File: src/rtl/mem_port_arbiter_if.sv
// mem_port_arbiter_if: bundles the fetch port, the load/store data port and
// the shared memory-controller bus that mem_port_arbiter sits between.
//   slave  : view taken by the arbiter (takes requests and mem_rdata, drives
//            acks, read results, memory strobes/fields and busy)
//   master : view taken by the surrounding core/controller (the reverse)
interface mem_port_arbiter_if;
  logic        if_req;
  logic [31:0] if_addr;
  logic        if_ack;
  logic        if_rvalid;
  logic [31:0] if_rdata;

  logic        d_req;
  logic        d_we;
  logic [31:0] d_addr;
  logic [31:0] d_wdata;
  logic [2:0]  d_size;
  logic        d_ack;
  logic        d_rvalid;
  logic [31:0] d_rdata;

  logic [31:0] mem_addr;
  logic [31:0] mem_wdata;
  logic        mem_read;
  logic        mem_write;
  logic [2:0]  mem_u_b_h_w;
  logic [31:0] mem_rdata;

  logic        busy;

  modport slave (
    input  if_req, if_addr, d_req, d_we, d_addr, d_wdata, d_size, mem_rdata,
    output if_ack, if_rvalid, if_rdata, d_ack, d_rvalid, d_rdata,
           mem_addr, mem_wdata, mem_read, mem_write, mem_u_b_h_w, busy
  );

  modport master (
    output if_req, if_addr, d_req, d_we, d_addr, d_wdata, d_size, mem_rdata,
    input  if_ack, if_rvalid, if_rdata, d_ack, d_rvalid, d_rdata,
           mem_addr, mem_wdata, mem_read, mem_write, mem_u_b_h_w, busy
  );
endinterface

File: src/rtl/mem_port_arbiter.sv
// mem_port_arbiter: shares one CPU memory interface between the instruction
// fetch port and the load/store data port, one transaction at a time.
// Grant in IDLE -> one-cycle strobe in ISSUE -> optional WAIT for RD_LAT
// cycles, then the read word is captured and a registered rvalid pulses.
// Ports:
//   clk   : system clock, rising edge
//   rst_n : asynchronous active-low reset
//   bus   : mem_port_arbiter_if.slave (fetch, data and memory-side signals)
// Parameter:
//   RD_LAT : cycles after the strobe cycle at which mem_rdata is sampled (0..7)
// Build option:
//   ARB_ROUND_ROBIN_EN : defined -> ties go to the master not granted last;
//                        undefined -> fixed priority, data beats fetch.
module mem_port_arbiter #(
  parameter int unsigned RD_LAT = 1
) (
  input  logic                clk,
  input  logic                rst_n,
  mem_port_arbiter_if.slave   bus
);

  typedef enum logic [1:0] {
    S_IDLE,
    S_ISSUE,
    S_WAIT
  } state_t;

  state_t      state, state_nx;
  logic        grant_if, grant_d, capture;

  logic        owner_d;
  logic        t_we;
  logic [31:0] t_addr;
  logic [31:0] t_wdata;
  logic [2:0]  t_size;
  logic [2:0]  wait_cnt;

  logic        if_rvalid_q, d_rvalid_q;
  logic [31:0] if_rdata_q, d_rdata_q;

`ifdef ARB_ROUND_ROBIN_EN
  logic        last_d;   // 1: data was granted last
`endif

  always_comb begin
    grant_if = 1'b0;
    grant_d  = 1'b0;
    capture  = 1'b0;
    state_nx = state;
    unique case (state)
      S_IDLE: begin
`ifdef ARB_ROUND_ROBIN_EN
        grant_d  = bus.d_req && (!bus.if_req || !last_d);
`else
        grant_d  = bus.d_req;
`endif
        grant_if = bus.if_req && !grant_d;
        if (grant_d || grant_if) state_nx = S_ISSUE;
      end
      S_ISSUE: begin
        if (t_we) begin
          state_nx = S_IDLE;
        end else if (RD_LAT == 0) begin
          capture  = 1'b1;
          state_nx = S_IDLE;
        end else begin
          state_nx = S_WAIT;
        end
      end
      S_WAIT: begin
        if (wait_cnt == 3'd1) begin
          capture  = 1'b1;
          state_nx = S_IDLE;
        end
      end
      default: state_nx = S_IDLE;
    endcase
  end

  always_ff @(posedge clk or negedge rst_n) begin
    if (!rst_n) state <= S_IDLE;
    else        state <= state_nx;
  end

  always_ff @(posedge clk or negedge rst_n) begin
    if (!rst_n) begin
      owner_d     <= 1'b0;
      t_we        <= 1'b0;
      t_addr      <= '0;
      t_wdata     <= '0;
      t_size      <= '0;
      wait_cnt    <= '0;
      if_rvalid_q <= 1'b0;
      d_rvalid_q  <= 1'b0;
      if_rdata_q  <= '0;
      d_rdata_q   <= '0;
    end else begin
      if (grant_d || grant_if) begin
        owner_d <= grant_d;
        t_we    <= grant_d && bus.d_we;
        t_addr  <= grant_d ? bus.d_addr  : bus.if_addr;
        t_wdata <= grant_d ? bus.d_wdata : '0;
        t_size  <= grant_d ? bus.d_size  : 3'b010;
      end
      if (state == S_ISSUE)     wait_cnt <= 3'(RD_LAT);
      else if (state == S_WAIT) wait_cnt <= wait_cnt - 3'd1;

      if_rvalid_q <= capture && !owner_d;
      d_rvalid_q  <= capture && owner_d;
      if (capture && !owner_d) if_rdata_q <= bus.mem_rdata;
      if (capture && owner_d)  d_rdata_q  <= bus.mem_rdata;
    end
  end

`ifdef ARB_ROUND_ROBIN_EN
  always_ff @(posedge clk or negedge rst_n) begin
    if (!rst_n)                    last_d <= 1'b1;
    else if (grant_d || grant_if)  last_d <= grant_d;
  end
`endif

  assign bus.if_ack      = grant_if;
  assign bus.d_ack       = grant_d;
  assign bus.if_rvalid   = if_rvalid_q;
  assign bus.d_rvalid    = d_rvalid_q;
  assign bus.if_rdata    = if_rdata_q;
  assign bus.d_rdata     = d_rdata_q;
  assign bus.mem_addr    = t_addr;
  assign bus.mem_wdata   = t_wdata;
  assign bus.mem_u_b_h_w = t_size;
  assign bus.mem_read    = (state == S_ISSUE) && !t_we;
  assign bus.mem_write   = (state == S_ISSUE) && t_we;
  assign bus.busy        = (state != S_IDLE);

endmodule

File: src/flat_wrapper.sv
// flat-port wrapper written by rule: the top's interface ports become plain ports
module mem_port_arbiter_flat 
#(
  parameter int unsigned RD_LAT = 1
)
  (clk, rst_n, bus_if_req, bus_if_addr, bus_d_req, bus_d_we, bus_d_addr, bus_d_wdata, bus_d_size, bus_mem_rdata, bus_if_ack, bus_if_rvalid, bus_if_rdata, bus_d_ack, bus_d_rvalid, bus_d_rdata, bus_mem_addr, bus_mem_wdata, bus_mem_read, bus_mem_write, bus_mem_u_b_h_w, bus_busy);
  mem_port_arbiter_if bus_i ();
  input  logic clk;
  input  logic rst_n;
  input wire logic [$bits(bus_i.if_req)-1:0] bus_if_req;
  input wire logic [$bits(bus_i.if_addr)-1:0] bus_if_addr;
  input wire logic [$bits(bus_i.d_req)-1:0] bus_d_req;
  input wire logic [$bits(bus_i.d_we)-1:0] bus_d_we;
  input wire logic [$bits(bus_i.d_addr)-1:0] bus_d_addr;
  input wire logic [$bits(bus_i.d_wdata)-1:0] bus_d_wdata;
  input wire logic [$bits(bus_i.d_size)-1:0] bus_d_size;
  input wire logic [$bits(bus_i.mem_rdata)-1:0] bus_mem_rdata;
  output wire logic [$bits(bus_i.if_ack)-1:0] bus_if_ack;
  output wire logic [$bits(bus_i.if_rvalid)-1:0] bus_if_rvalid;
  output wire logic [$bits(bus_i.if_rdata)-1:0] bus_if_rdata;
  output wire logic [$bits(bus_i.d_ack)-1:0] bus_d_ack;
  output wire logic [$bits(bus_i.d_rvalid)-1:0] bus_d_rvalid;
  output wire logic [$bits(bus_i.d_rdata)-1:0] bus_d_rdata;
  output wire logic [$bits(bus_i.mem_addr)-1:0] bus_mem_addr;
  output wire logic [$bits(bus_i.mem_wdata)-1:0] bus_mem_wdata;
  output wire logic [$bits(bus_i.mem_read)-1:0] bus_mem_read;
  output wire logic [$bits(bus_i.mem_write)-1:0] bus_mem_write;
  output wire logic [$bits(bus_i.mem_u_b_h_w)-1:0] bus_mem_u_b_h_w;
  output wire logic [$bits(bus_i.busy)-1:0] bus_busy;
  assign bus_i.if_req = bus_if_req;
  assign bus_i.if_addr = bus_if_addr;
  assign bus_i.d_req = bus_d_req;
  assign bus_i.d_we = bus_d_we;
  assign bus_i.d_addr = bus_d_addr;
  assign bus_i.d_wdata = bus_d_wdata;
  assign bus_i.d_size = bus_d_size;
  assign bus_i.mem_rdata = bus_mem_rdata;
  assign bus_if_ack = bus_i.if_ack;
  assign bus_if_rvalid = bus_i.if_rvalid;
  assign bus_if_rdata = bus_i.if_rdata;
  assign bus_d_ack = bus_i.d_ack;
  assign bus_d_rvalid = bus_i.d_rvalid;
  assign bus_d_rdata = bus_i.d_rdata;
  assign bus_mem_addr = bus_i.mem_addr;
  assign bus_mem_wdata = bus_i.mem_wdata;
  assign bus_mem_read = bus_i.mem_read;
  assign bus_mem_write = bus_i.mem_write;
  assign bus_mem_u_b_h_w = bus_i.mem_u_b_h_w;
  assign bus_busy = bus_i.busy;
  mem_port_arbiter #(.RD_LAT(RD_LAT)) u_core (.clk(clk), .rst_n(rst_n), .bus(bus_i));
endmodule
File: config.mk
export PLATFORM = sky130hd
export DESIGN_NAME = mem_port_arbiter_flat
export DESIGN_NICKNAME = d
export VERILOG_FILES = /design/src/rtl/mem_port_arbiter_if.sv /design/src/rtl/mem_port_arbiter.sv /design/src/flat_wrapper.sv
export SDC_FILE = /design/constraint.sdc
export NUM_CORES = 1
export LEC_CHECK = 0
export BUFFER_PORTS_ARGS = -buffer_cell sky130_fd_sc_hd__buf_2
export CAP_MARGIN = 25
export CELL_PAD_IN_SITES_DETAIL_PLACEMENT = 1
export CELL_PAD_IN_SITES_GLOBAL_PLACEMENT = 1
export CORE_AREA = 4 4 118 148
export DETAILED_ROUTE_END_ITERATION = 10
export DIE_AREA = 0 0 122 152
export PLACE_DENSITY_LB_ADDON = 0.1
export REMOVE_ABC_BUFFERS = 1
export SETUP_SLACK_MARGIN = 0.4
export SLEW_MARGIN = 40
export SYNTH_ARGS = -nofsm -noshare
export SYNTH_HDL_FRONTEND = slang
export SYNTH_SLANG_ARGS = --single-unit
File: constraint.sdc
create_clock -name clk -period 3.1 [get_ports clk]
set_input_delay 0.31 -clock clk [delete_from_list [all_inputs] [get_ports clk]]
set_output_delay 0.31 -clock clk [all_outputs]
set_load 0.1 [all_outputs]
==> flow_summary.toml <==
[sta]
slew_headroom = 0.521
drv_slew = 0
post-route-period-util = 0.809
setup_viol = 0
worstMarginPinSlew_ns = 0.717
max_freq_mhz = 399
setup_tns_ns = 0
finClkSkew_ns = 0.00950
fin_crit_ns = 2.51
rsz0062_at_grt = "no"
finalHoldViolations = 0

[logic_synthesis]
synth_edf_count = 0
synth-xor-area-share = 0
ys_warn_count = 0
postSynthCellCount = 402
synth_adder_area_share = 0.0135
synth_mux_area_frac = 0.189
yosys.area.top_type = "dfrtp_1"
synth_top_family_by_area = "multiplexers"
yosysSeqAreaShare = 0.630
synthTopCellsByArea = "dfrtp_1, mux2_2, mux2i_1"
ys_ff_latch = 140
synthTopCellsByCount = "dfrtp_1, mux2_2, nand2_1, a22o_1"
synth-async-reset-ratio = 1.00
post-synth-top-count-cell = "dfrtp_1"
mappedNetlistArea_um2 = 5560
synth_top_area_share = 0.630
syn_avg_cell_area_um2 = 13.8
synth-compound-area-share = 0.0934
synthFlopType = "dfrtp_1"
synth.distinct_cells = 27
yosys.area_share.simple = 0.0418

[setup_path]
crit_end = "bus_d_ack"
critPathLaunch = "u_core.state[1]"
start_kind = "register"
worstPathArrival_ns = 2.20
r2r_end = "u_core.bus.mem_addr[6]"
worst-path-max-fanout = 23
reg2reg_slack_ns = 0.98
end_kind = "primary output"
r2r_cells = 6
crit_type = "register to primary output"
worstReg2RegStart = "u_core.state[0]"
crit_required_ns = 2.79

[hold_path]
min_path_cells = 2
hold_path.class = "input pin to register"

[detailed_routing]
vias = 4298
drtIter0Drc = 173
via_per_inst = 4.71
postRouteAntennaNets = 0
wl_per_cell_um = 17.8
first_pass_iters = 4
wl_um = 16200
drc_errors = 0

[clocking]
clk_path_buf_depth = 2
cts_sinks = 140
clk_latency_ns = 0.41
numCtsBuffers = 17
clockRootBuffer = "clkbuf_16"
htreeDepth = 4
post-cts-setup-buffers = 0
clk_pin_slew_ns = 0.06
tritoncts = "yes"

[floorplanning]
die_h_um = 152
num_rows = 52
io_pins = 274
core_um2 = 16100
dieArea_um2 = 18500
start_util = 0.346
die_width_um = 122

[global_route]
grt_overflow = 0
grt_max_degree = 67
grt_util_all_layers = 0.181
grt_pass1_vias = 4853
grt_pass1_wl_um = 26100
antenna_found_initial = 2

[job]
max_cap_violations = 0

[cells_and_area]
nFillCells = 1812
final_nets = 823
drive_above_1_share = 0.558
area_delta_synth_final_pct = 42.2

[placed_design]
dp.final_hpwl_um = 12300
place_congestion = 0.776
io_buffers = 273

[outcome]
status = "finished clean"
[per-stage QoR]
| step | instance area, µm² | worst slack [ns] | hold slack (ns) | util | std cells |
|---|---|---|---|---|---|
| CTS | 7900 | 0.412 | 0.0984 | 0.492 | 910 |
| finish | 7910 | 0.592 | 0.116 | 0.492 | 912 |
| global placement | 7170 | 0.924 | 0.356 | 0.446 | 876 |
| floorplan | 5420 | 0.589 | 0.0144 | - | 378 |
| detailed placement | 7180 | 0.862 | 0.362 | 0.447 | 877 |
| global route | 7910 | 0.433 | 0.0979 | 0.492 | 912 |
[timing repair]
item | in CTS | in global routing
resized for setup | 0 | 2
hold buffers | 1 | 0
setup endpoints to repair | 0 | 1
hold endpoints to repair | 64 | 0
[placed cells by master, fill, tap and decap left out, types with 7 or more instances in the layout]
| cell type | count |
|---|---|
| buf_2 | 271 |
| dfrtp_1 | 140 |
| mux2_2 | 66 |
| nand2_1 | 36 |
| a22o_1 | 35 |
| o21ai_0 | 31 |
| mux2i_1 | 31 |
| clkbuf_16 | 17 |
| inv_1 | 9 |
| buf_4 | 8 |
| nor2_1 | 7 |
| bufinv_16 | 7 |
[flip-flops by register name, indices dropped and copies added, names as in the netlist]
| signal | flops |
|---|---|
| u_core.bus.d_rdata | 32 |
| u_core.wait_cnt | 3 |
| u_core.bus.if_rdata | 32 |
| u_core.t_we | 1 |
| u_core.bus.d_rvalid | 1 |
| u_core.bus.mem_wdata | 32 |
| u_core.bus.if_rvalid | 1 |
| u_core.state | 2 |
| u_core.bus.mem_u_b_h_w | 3 |
| u_core.bus.mem_addr | 32 |
| u_core.owner_d | 1 |
[critical path, stage by stage, from the launching register on]
cell and delay, ns:
dfrtp_1 0.39, inv_1 0.11, ha_1 0.31, nand2_2 0.38, inv_4 0.36, buf_12 0.22
[cells by family after synthesis]
group	after synthesis
adders and majority gates	6
DFF	140
buffers and inverters	34
AOI/OAI and AO/OA	75
and+or+nand+nor	50
muxes	97
[layer usage]
metal | share of wire | wire length, µm | global-route usage | vias up
li1 | - | - | - | 1978
met1 | 0.37 | 5960 | 0.198 | 2106
met2 | 0.51 | 8310 | 0.310 | 188
met3 | 0.095 | 1540 | 0.0770 | 26
met4 | 0.027 | 437 | 0.0667 | 0
met5 | 0 | 0 | 0 | -
[worst min path at each step]
stage | from | end | slack, ns
2_1_floorplan | rst_n | u_core.bus.d_rdata[0] | 0.01
3_3_place_gp | rst_n | u_core.bus.if_rdata[27] | 0.36
3_5_place_dp | rst_n | u_core.bus.if_rdata[20] | 0.36
4_1_cts | bus_d_size[2] | u_core.bus.mem_u_b_h_w[2] | 0.1
5_1_grt | bus_d_size[0] | u_core.bus.mem_u_b_h_w[0] | 0.1
6_report | bus_d_size[2] | u_core.bus.mem_u_b_h_w[2] | 0.12
[area by class of cell]
cell class,instances,area (µm²),area share
sequential,140,3500,0.443
multi-input combinational,228,1890,0.239
timing repair buffer,284,1490,0.189
clock buffer,17,425,0.0538
clock inverter,15,284,0.0359
tap,216,270,0.0342
inverter,10,40.0,0.00506
antenna,2,5.00,0.000633
Power is left out: the tool's default activity adds up to more than one toggle a clock period on the data nets, which glitch-free logic cannot reach.
